`src/rtl/instr_buffer_if.sv`:
```
// Instruction buffer payload types and the loader/fetch-side bus.
// The loader and fetch stage drive the I_* members; the buffer drives the O_* members.
package instr_buffer_pkg;
  localparam int unsigned INSTR_W = 32;

  typedef logic [INSTR_W-1:0] instruction_t;

  typedef struct packed {
    logic         v;
    instruction_t instr;
  } instr_t;
endpackage

interface instr_buffer_if #(
  parameter int unsigned DEPTH = 64
);
  import instr_buffer_pkg::*;

  localparam int unsigned WIDTH_CNT = $clog2(DEPTH) + 1;

  logic                 I_We;
  logic                 I_Last;
  instruction_t         I_Instr;
  logic                 I_Start;
  logic                 I_Abort;
  logic                 I_Re;
  instr_t               O_Instr;
  logic                 O_Empty;
  logic                 O_Full;
  logic [WIDTH_CNT-1:0] O_Count;
  logic                 O_Term;

  modport master (
    output I_We, I_Last, I_Instr, I_Start, I_Abort, I_Re,
    input  O_Instr, O_Empty, O_Full, O_Count, O_Term
  );

  modport slave (
    input  I_We, I_Last, I_Instr, I_Start, I_Abort, I_Re,
    output O_Instr, O_Empty, O_Full, O_Count, O_Term
  );
endinterface

```
`src/rtl/instr_buffer.sv`:
```
// Instruction buffer: loader writes a program in order, fetch streams it out one entry
// per cycle with one cycle of read latency, and Term pulses when the last entry is delivered.
module instr_buffer
  import instr_buffer_pkg::*;
#(
  parameter int unsigned DEPTH = 64
) (
  input  logic           clock,
  input  logic           reset,
  instr_buffer_if.slave  bus
);

  localparam int unsigned PTR_W = $clog2(DEPTH);
  localparam int unsigned CNT_W = PTR_W + 1;

  typedef enum logic [1:0] {IDLE, LOAD, RUN, TERM} state_t;

  state_t             state_q, state_d;
  logic [PTR_W-1:0]   wr_ptr_q, wr_ptr_d;
  logic [PTR_W-1:0]   rd_ptr_q, rd_ptr_d;
  logic [PTR_W-1:0]   last_ptr_q, last_ptr_d;
  logic               has_last_q, has_last_d;
  logic [CNT_W-1:0]   count_q, count_d;
  instr_t             out_q, out_d;
  logic               we_c, re_c, full_c, is_last_c;

  instruction_t       mem [DEPTH];

  assign full_c    = (count_q == CNT_W'(DEPTH));
  assign is_last_c = has_last_q && (rd_ptr_q == last_ptr_q);

  // Next-state and datapath update; abort wins over every other request.
  always_comb begin
    state_d    = state_q;
    wr_ptr_d   = wr_ptr_q;
    rd_ptr_d   = rd_ptr_q;
    last_ptr_d = last_ptr_q;
    has_last_d = has_last_q;
    count_d    = count_q;
    out_d      = out_q;
    out_d.v    = 1'b0;
    we_c       = 1'b0;
    re_c       = 1'b0;

    if (bus.I_Abort) begin
      state_d    = IDLE;
      wr_ptr_d   = '0;
      rd_ptr_d   = '0;
      count_d    = '0;
      has_last_d = 1'b0;
    end else begin
      case (state_q)
        IDLE: begin
          we_c = bus.I_We;
          if (bus.I_We) state_d = LOAD;
        end
        LOAD: begin
          we_c = bus.I_We && !full_c;
          if (bus.I_Start && (count_q != '0)) state_d = RUN;
        end
        RUN: begin
          we_c = bus.I_We && !full_c;
          re_c = bus.I_Re && (count_q != '0);
          if (re_c && is_last_c) state_d = TERM;
        end
        TERM: begin
          state_d    = IDLE;
          wr_ptr_d   = '0;
          rd_ptr_d   = '0;
          count_d    = '0;
          has_last_d = 1'b0;
        end
        default: state_d = IDLE;
      endcase

      if (we_c) begin
        wr_ptr_d = wr_ptr_q + PTR_W'(1);
        if (bus.I_Last) begin
          last_ptr_d = wr_ptr_q;
          has_last_d = 1'b1;
        end
      end

      if (re_c) begin
        rd_ptr_d    = rd_ptr_q + PTR_W'(1);
        out_d.v     = 1'b1;
        out_d.instr = mem[rd_ptr_q];
      end

      case ({we_c, re_c})
        2'b10:   count_d = count_q + CNT_W'(1);
        2'b01:   count_d = count_q - CNT_W'(1);
        default: count_d = count_d;
      endcase
    end
  end

  always_ff @(posedge clock) begin
    if (!reset) begin
      state_q    <= IDLE;
      wr_ptr_q   <= '0;
      rd_ptr_q   <= '0;
      last_ptr_q <= '0;
      has_last_q <= 1'b0;
      count_q    <= '0;
      out_q      <= '0;
    end else begin
      state_q    <= state_d;
      wr_ptr_q   <= wr_ptr_d;
      rd_ptr_q   <= rd_ptr_d;
      last_ptr_q <= last_ptr_d;
      has_last_q <= has_last_d;
      count_q    <= count_d;
      out_q      <= out_d;
    end
  end

  // Storage array carries no reset; pointers and count define what is valid.
  always_ff @(posedge clock) begin
    if (reset && we_c) mem[wr_ptr_q] <= bus.I_Instr;
  end

  assign bus.O_Instr = out_q;
  assign bus.O_Count = count_q;
  assign bus.O_Full  = full_c;
  assign bus.O_Empty = (state_q != RUN) || (count_q == '0);
  assign bus.O_Term  = (state_q == TERM);

endmodule

```
`src/flat_wrapper.sv`:
```
// flat-port wrapper written by rule: the top's interface ports become plain ports
module instr_buffer_flat import instr_buffer_pkg::*;
#(
  parameter int unsigned DEPTH = 64
)
  (clock, reset, bus_I_We, bus_I_Last, bus_I_Instr, bus_I_Start, bus_I_Abort, bus_I_Re, bus_O_Instr, bus_O_Empty, bus_O_Full, bus_O_Count, bus_O_Term);
  instr_buffer_if #(.DEPTH(DEPTH)) bus_i ();
  input  logic clock;
  input  logic reset;
  input wire logic [$bits(bus_i.I_We)-1:0] bus_I_We;
  input wire logic [$bits(bus_i.I_Last)-1:0] bus_I_Last;
  input wire logic [$bits(bus_i.I_Instr)-1:0] bus_I_Instr;
  input wire logic [$bits(bus_i.I_Start)-1:0] bus_I_Start;
  input wire logic [$bits(bus_i.I_Abort)-1:0] bus_I_Abort;
  input wire logic [$bits(bus_i.I_Re)-1:0] bus_I_Re;
  output wire logic [$bits(bus_i.O_Instr)-1:0] bus_O_Instr;
  output wire logic [$bits(bus_i.O_Empty)-1:0] bus_O_Empty;
  output wire logic [$bits(bus_i.O_Full)-1:0] bus_O_Full;
  output wire logic [$bits(bus_i.O_Count)-1:0] bus_O_Count;
  output wire logic [$bits(bus_i.O_Term)-1:0] bus_O_Term;
  assign bus_i.I_We = bus_I_We;
  assign bus_i.I_Last = bus_I_Last;
  assign bus_i.I_Instr = bus_I_Instr;
  assign bus_i.I_Start = bus_I_Start;
  assign bus_i.I_Abort = bus_I_Abort;
  assign bus_i.I_Re = bus_I_Re;
  assign bus_O_Instr = bus_i.O_Instr;
  assign bus_O_Empty = bus_i.O_Empty;
  assign bus_O_Full = bus_i.O_Full;
  assign bus_O_Count = bus_i.O_Count;
  assign bus_O_Term = bus_i.O_Term;
  instr_buffer #(.DEPTH(DEPTH)) u_core (.clock(clock), .reset(reset), .bus(bus_i));
endmodule
```
`config.mk`:
```
export PLATFORM = sky130hd
export DESIGN_NAME = instr_buffer_flat
export DESIGN_NICKNAME = d
export VERILOG_FILES = /design/src/rtl/instr_buffer_if.sv /design/src/rtl/instr_buffer.sv /design/src/flat_wrapper.sv
export SDC_FILE = /design/constraint.sdc
export NUM_CORES = 2
export LEC_CHECK = 0
export CAP_MARGIN = 25
export CORE_ASPECT_RATIO = 1.1
export CORE_MARGIN = 3
export CORE_UTILIZATION = 47
export CTS_CLUSTER_DIAMETER = 60
export CTS_CLUSTER_SIZE = 30
export DETAILED_ROUTE_END_ITERATION = 7
export PLACE_DENSITY = 0.65
export SYNTH_ARGS = -nofsm -noshare
export SYNTH_HDL_FRONTEND = slang
export SYNTH_SLANG_ARGS = --single-unit
```
`constraint.sdc`:
```
create_clock -name clock -period 4.7 [get_ports clock]
set_input_delay 0.94 -clock clock [delete_from_list [all_inputs] [get_ports clock]]
set_output_delay 0.94 -clock clock [all_outputs]
set_load 0.02 [all_outputs]
```
=== Word level (Yosys, flattened, before mapping) ===
Memory sizes are Yosys's and may differ from the RTL's. A register that Yosys moved wholly into a read port is not among the register bits.
Cells that the tools add are included.
Widths: inputs -> output; s select.

* Word-level logic and storage cells: 67
* Register bits after elaboration: 61
* Bits of input ports: 39
* Memory bits (writable): 2048
* Latch bits: 0
* Output and inout port bits: 43
* Bits in read-only memories: 0
* Memories: 1

{| class="wikitable"
|+ Memory list
! memory !! words !! bits a word !! rd ports !! clocked after memory_dff !! write ports !! RTL line !! source
|-
| u_core.mem || 64 || 32 || 1 || 1 || 1 || instr_buffer.sv:27 || <nowiki>instruction_t mem [DEPTH];</nowiki>
|}

* Multiply operators: 0
* Equality and inequality tests: 11
* $add $sub $neg: 4
* Order comparisons: 0
* Shifts and indexed selects: 0
* Muxes and demuxes: 22
* Reductions and logical operators: 19
* Div/mod/pow operators: 0
* Bitwise logic cells: 2

{| class="wikitable"
|+ Operators by type and width
! kind !! number
|-
| $mux 33 || 1
|-
| $mux 6 || 5
|-
| $pmux 7 s2 || 1
|-
| $add 6x1->6 const B || 2
|-
| $mux 1 || 9
|-
| $pmux 2 s4 || 1
|-
| $add 7x1->7 const B || 1
|-
| $eq 7x7->1 const B || 1
|-
| $logic_not 7->1 || 1
|-
| $mux 7 || 1
|-
| $reduce_bool 7->1 || 1
|-
| $sub 7x1->7 const B || 1
|-
| $eq 2x2->1 const B || 3
|-
| $eq 6x6->1 || 1
|-
| $logic_and 1x1->1 || 6
|-
| $mux 2 || 3
|-
| $reduce_and 3->1 || 2
|-
| $eq 2x1->1 const B || 2
|-
| $ne 2x1->1 const B || 2
|-
| $ne 2x2->1 const B || 2
|-
| $reduce_bool 2->1 || 2
|-
| $reduce_or 2->1 || 2
|-
| $reduce_bool 3->1 || 1
|-
| $logic_not 2->1 || 1
|-
| 5 further kinds || 6
|}

=== Logic depth before layout (Yosys ltp) ===
* Depth in word-level cells: 9
* Gate-level depth with buffers: 17
* Gate-level depth less buffers: 15

=== Least setup slack after synthesis ===
No wires, ideal clock.

* Kind: input to register
* Start: input reset
* End: memory u_core.mem[60][0] (netlist bit) (enable)
* Stages: 6
* Path buffers: 2
* Setup slack: 0.710 ns
* Data required time: 4.279 ns
* Data arrival time: 3.569 ns
* Library setup time: 0.421 ns
* Cell sequence: clkbuf_1 > o2111a_1 > nand2b_1 > or3b_2 > clkbuf_1 > nor2_1

* Word-level cells in the longest chain between the ends: 3

{| class="wikitable"
|+ RTL lines
! what !! RTL line !! source
|-
| from (decl) || flat_wrapper.sv:9 || <nowiki>input logic reset;</nowiki>
|-
| $logic_and 1x1->1 || instr_buffer.sv:120 || <nowiki>if (reset && we_c) mem[wr_ptr_q] <= bus.I_Instr;</nowiki>
|-
| $mux 1 || instr_buffer.sv:120 ||
|-
| $mux 1 (not written as such) || instr_buffer.sv:120 ||
|-
| to (decl) || instr_buffer.sv:27 ||
|}

Every way passes these cells.

=== Final worst setup path ===
* Start: register u_core.count_q[3], in the netlist u_core.bus.O_Count[3]
* End: output bus_O_Empty

* Word-level cells in the longest chain between the ends: 2

{| class="wikitable"
|+ RTL lines
! what !! RTL line !! source
|-
| from (decl) || instr_buffer.sv:23 || <nowiki>logic [CNT_W-1:0] count_q, count_d;</nowiki>
|-
| from (signal assigned) || instr_buffer.sv:113 || <nowiki>count_q <= count_d;</nowiki>
|-
| $logic_not 7->1 || instr_buffer.sv:126 || <nowiki>assign bus.O_Empty = (state_q != RUN) || (count_q == '0);</nowiki>
|-
| $logic_or 1x1->1 || instr_buffer.sv:126 ||
|-
| to (decl) || flat_wrapper.sv:17 || <nowiki>output wire logic [$bits(bus_i.O_Empty)-1:0] bus_O_Empty;</nowiki>
|}

Every way passes these cells.

==> metrics.txt <==
remaining antenna violation count 0; Worst Hold End u_core.mem[26][17]; CP Data Required Time between 3 and 4 ns; Slew @ Worst Pin 1.07 ns; Mapped Cells between 3k and 4k; initial antenna violation count 11; die width around 400 um; CTS tree built; largest cells by area after synthesis edfxtp_1 (75%), mux4_2 (11%), mux2i_1 (3.4%), dfxtp_1 (1.6%), a22oi_1 (1.4%); via count slightly above 40k; R2R Path Start u_core.bus.O_Count[3]; synthesized area between 80000 and 90000 sq um; wire per inst ~34 um; hold path start bus_I_Instr[17]; GP Congestion approximately 0.84; DRC 0; cts hold-fix bufs 0; flop-to-flop setup slack approximately 1 ns; Placeable Area between 150000 and 200000 sq um; Initial Util a little under half; largest area contributor in the synthesized netlist edfxtp_1; die area approximately 180000 sq um; clock skew between 0.04 and 0.05 ns; TritonCTS Sinks between 2k and 2.5k; fillcell total 13.0k; Max Freq between 200 and 300 MHz; CTS clock-pin slew for the worst setup and hold paths approximately 0.070 ns; peak supply drop roughly 0.32 mV; largest net degree at the start of global routing 65; Root Buffer clkbuf_16; Seq/Total Area, Yosys 76.9%; CP Max Fanout 12; Site Rows 159; Max Slew Vio Count 0; dpl ws just over 0.6 ns; Async S/R FF share, synth 0%; PD cells roughly 370 nW/um^2; Top Ports a little over 80; Post-Syn Nets 4013; setup_tns 0 ns; final hold vios 0; router iterations before antenna repair 5; count of final setup violators 0; register area roughly 63000 sq um; cell breakdown of the critical path or3_1 > or3_1 > nand2_1 > clkdlybuf4s50_1; share of cells above drive strength 1 23.1%; worst hold path type in -> reg; number of synthesized register bits 2115; GR Overflow Total 0; vias in the first global route between 40k and 50k; outcome complete, no violations; GRT Overall Usage 24.7%; Initial DRC Count around 5.7k; Area Overhead vs Synth 11.7%; Die H around 440 um; # resized after CTS 0; Yosys top cell area share 75.2%; yosys warns 0; critical path type reg -> out; most common flop cell mapped by yosys edfxtp_1; Avg Cell Area, Syn ~21 sq um; CP dominant cell by count or3_1; CTS buffer count 130; I/O Buffers 81; H-tree levels 4; max-cap violations 0; worst rel slew slack between 20% and 30%; EDFF count, synth ~2k; CP max stage delay 0.60 ns; total power 0.0337 W; first-pass GRT wire length ~310000 um; startpoint types flip-flop; fin crit period ~3.8 ns; worst reg2reg endpoint u_core.bus.O_Count[4]; area of the multi-input gates about 18000 sq um; unrepaired setup endpoints after global routing false; worst-case clock buffer depth 3; nets@finish roughly 4.2k; Post-DP HPWL around 130000 um; number of distinct library cells after synthesis 79; P_leak 27.1 nW; later-pin clock latency in the skew report roughly 0.8 ns; Worst setup EP type primary output; CP top delay family simple AND/OR/NAND/NOR gates; PnR worst setup slack roughly 0.9 ns; hold depth 1; Post-Route WL 221000 um; crit path DAT about 2.9 ns; Setup Buffers After CTS 0; CP Buf/Inv Count 1; CP max-delay cell clkdlybuf4s50_1; fin crit share between 80% and 90%; via/cell ratio between 6 and 7; R2R cell count 13
==> cell usage in the layout (no fill, tap or decap), drive strengths merged, types with 16 or more instances in the layout <==
cell / synthesis / final
nand3: 90 / 90
nor2b: 17 / 17
o221ai: 16 / 16
a21oi: 63 / 63
nor3: 33 / 33
o21ai: 45 / 45
nand2: 98 / 98
mux2i: 275 / 275
clkinv: 1 / 31
clkdlybuf4s50: 0 / 48
clkbuf: 62 / 150
nor2: 123 / 123
dfxtp: 67 / 67
a22oi: 156 / 156
o22ai: 33 / 33
edfxtp: 2048 / 2048
buf: 166 / 266
mux4: 392 / 392
and3: 23 / 23
inv: 12 / 51
==> through the flow <==
| stage | instance area (sq um) | util (%) | hold WS [ns] | cells |
|---|---|---|---|---|
| after floorplan | 81700 | - | 0.447 | 3964 |
| after global placement | 86600 | 50.4 | 0.461 | 6291 |
| after detailed placement | 86900 | 50.6 | 0.460 | 6304 |
| after CTS | 91300 | 53.2 | 0.310 | 6538 |
| after global routing | 91300 | 53.2 | 0.344 | 6539 |
| final | 91300 | 53.2 | 0.356 | 6544 |
==> layer usage <==
| metal | vias to the layer above | part of all wire (%) | GRT usage [%] |
|---|---|---|---|
| met4 | 2 | 3.8 | 9.16 |
| met1 | 22300 | 39 | 33.4 |
| li1 | 16900 | - | - |
| met5 | - | 0.0032 | 0 |
| met2 | 1954 | 50 | 40.8 |
| met3 | 335 | 7.3 | 3.81 |
==> worst max-delay path by stage <==
| stage | startpoint | end | slack, ns | cells after the start |
|---|---|---|---|---|
| 2_1_floorplan | reset | u_core.mem[60][0] | 0.71 | 6 |
| 3_3_place_gp | bus_I_Abort | u_core.mem[12][16] | 0.68 | 7 |
| 3_5_place_dp | bus_I_Abort | u_core.mem[12][16] | 0.60 | 7 |
| 4_1_cts | u_core.bus.O_Count[2] | bus_O_Empty | 0.85 | 4 |
| 5_1_grt | u_core.bus.O_Count[2] | bus_O_Empty | 0.81 | 4 |
| 6_report | u_core.bus.O_Count[3] | bus_O_Empty | 0.90 | 4 |
==> kinds of logic after synthesis <==
logic type               count (synthesis)  share of synthesized area, %
AO/OA/AOI/OAI                          419                          3.61
XOR/XNOR                                14                         0.150
adder cells (fa/ha/maj)                 10                         0.153
buffers and inverters                  241                          1.87
flip-flops                            2115                          76.9
multiplexers                           682                          14.4
AND/OR/NAND/NOR                        483                          2.97
==> worst register-to-register path: stages (launching register included) <==
cell	delay, ns
dfxtp_1	0.42
or3_1	0.47
or3_1	0.47
nand3_2	0.19
inv_2	0.12
ha_1	0.22
xor2_1	0.15
ha_1	0.20
a21oi_1	0.30
o21bai_1	0.10
a22oi_1	0.14
o21ai_0	0.12
or4b_2	0.63
nand3_1	0.11
==> report_power, final <==
part / total (W) / leakage [nW] / internal [W] / switching, W
Combinational: 0.000474 / 6.05 / 0.0000867 / 0.000388
Sequential: 0.0206 / 18.9 / 0.0206 / 0.0000107
Clock: 0.0125 / 2.14 / 0.00592 / 0.00660
Total: 0.0337 / 27.1 / 0.0266 / 0.00700
==> cell usage after synthesis, types with 15 or more instances <==
library cell,instances
buf_4,50
nor2_1,119
a21oi_1,63
mux4_2,392
mux2_2,15
mux2i_1,275
nor2b_1,17
edfxtp_1,2048
and3_1,23
o22ai_1,33
nand4_1,15
buf_2,66
o221ai_1,16
dfxtp_1,67
o21ai_0,38
buf_6,38
clkbuf_1,61
nor3_1,32
nand3_1,88
a22oi_1,156
nand2_1,98
and4_1,15
==> layout make-up <==
class,instances,area share [%]
clock inverters,84,1.05
multi-input cells,1608,19.6
inverters,13,0.0562
diodes,6,0.0164
clock buffers,150,3.82
well taps,2254,3.09
repair buffers,314,3.53
flip-flops and latches,2115,68.8
==> sequential cells by signal (all words and copies together), names as in the netlist, named ones only <==
signal,flops
u_core.bus.O_Count,7
u_core.wr_ptr_q,6
u_core.last_ptr_q,6
u_core.rd_ptr_q,6
u_core.has_last_q,1
u_core.state_q,2
u_core.bus.O_Instr,33
u_core.mem,2048
(Power assumes the default switching activity.)
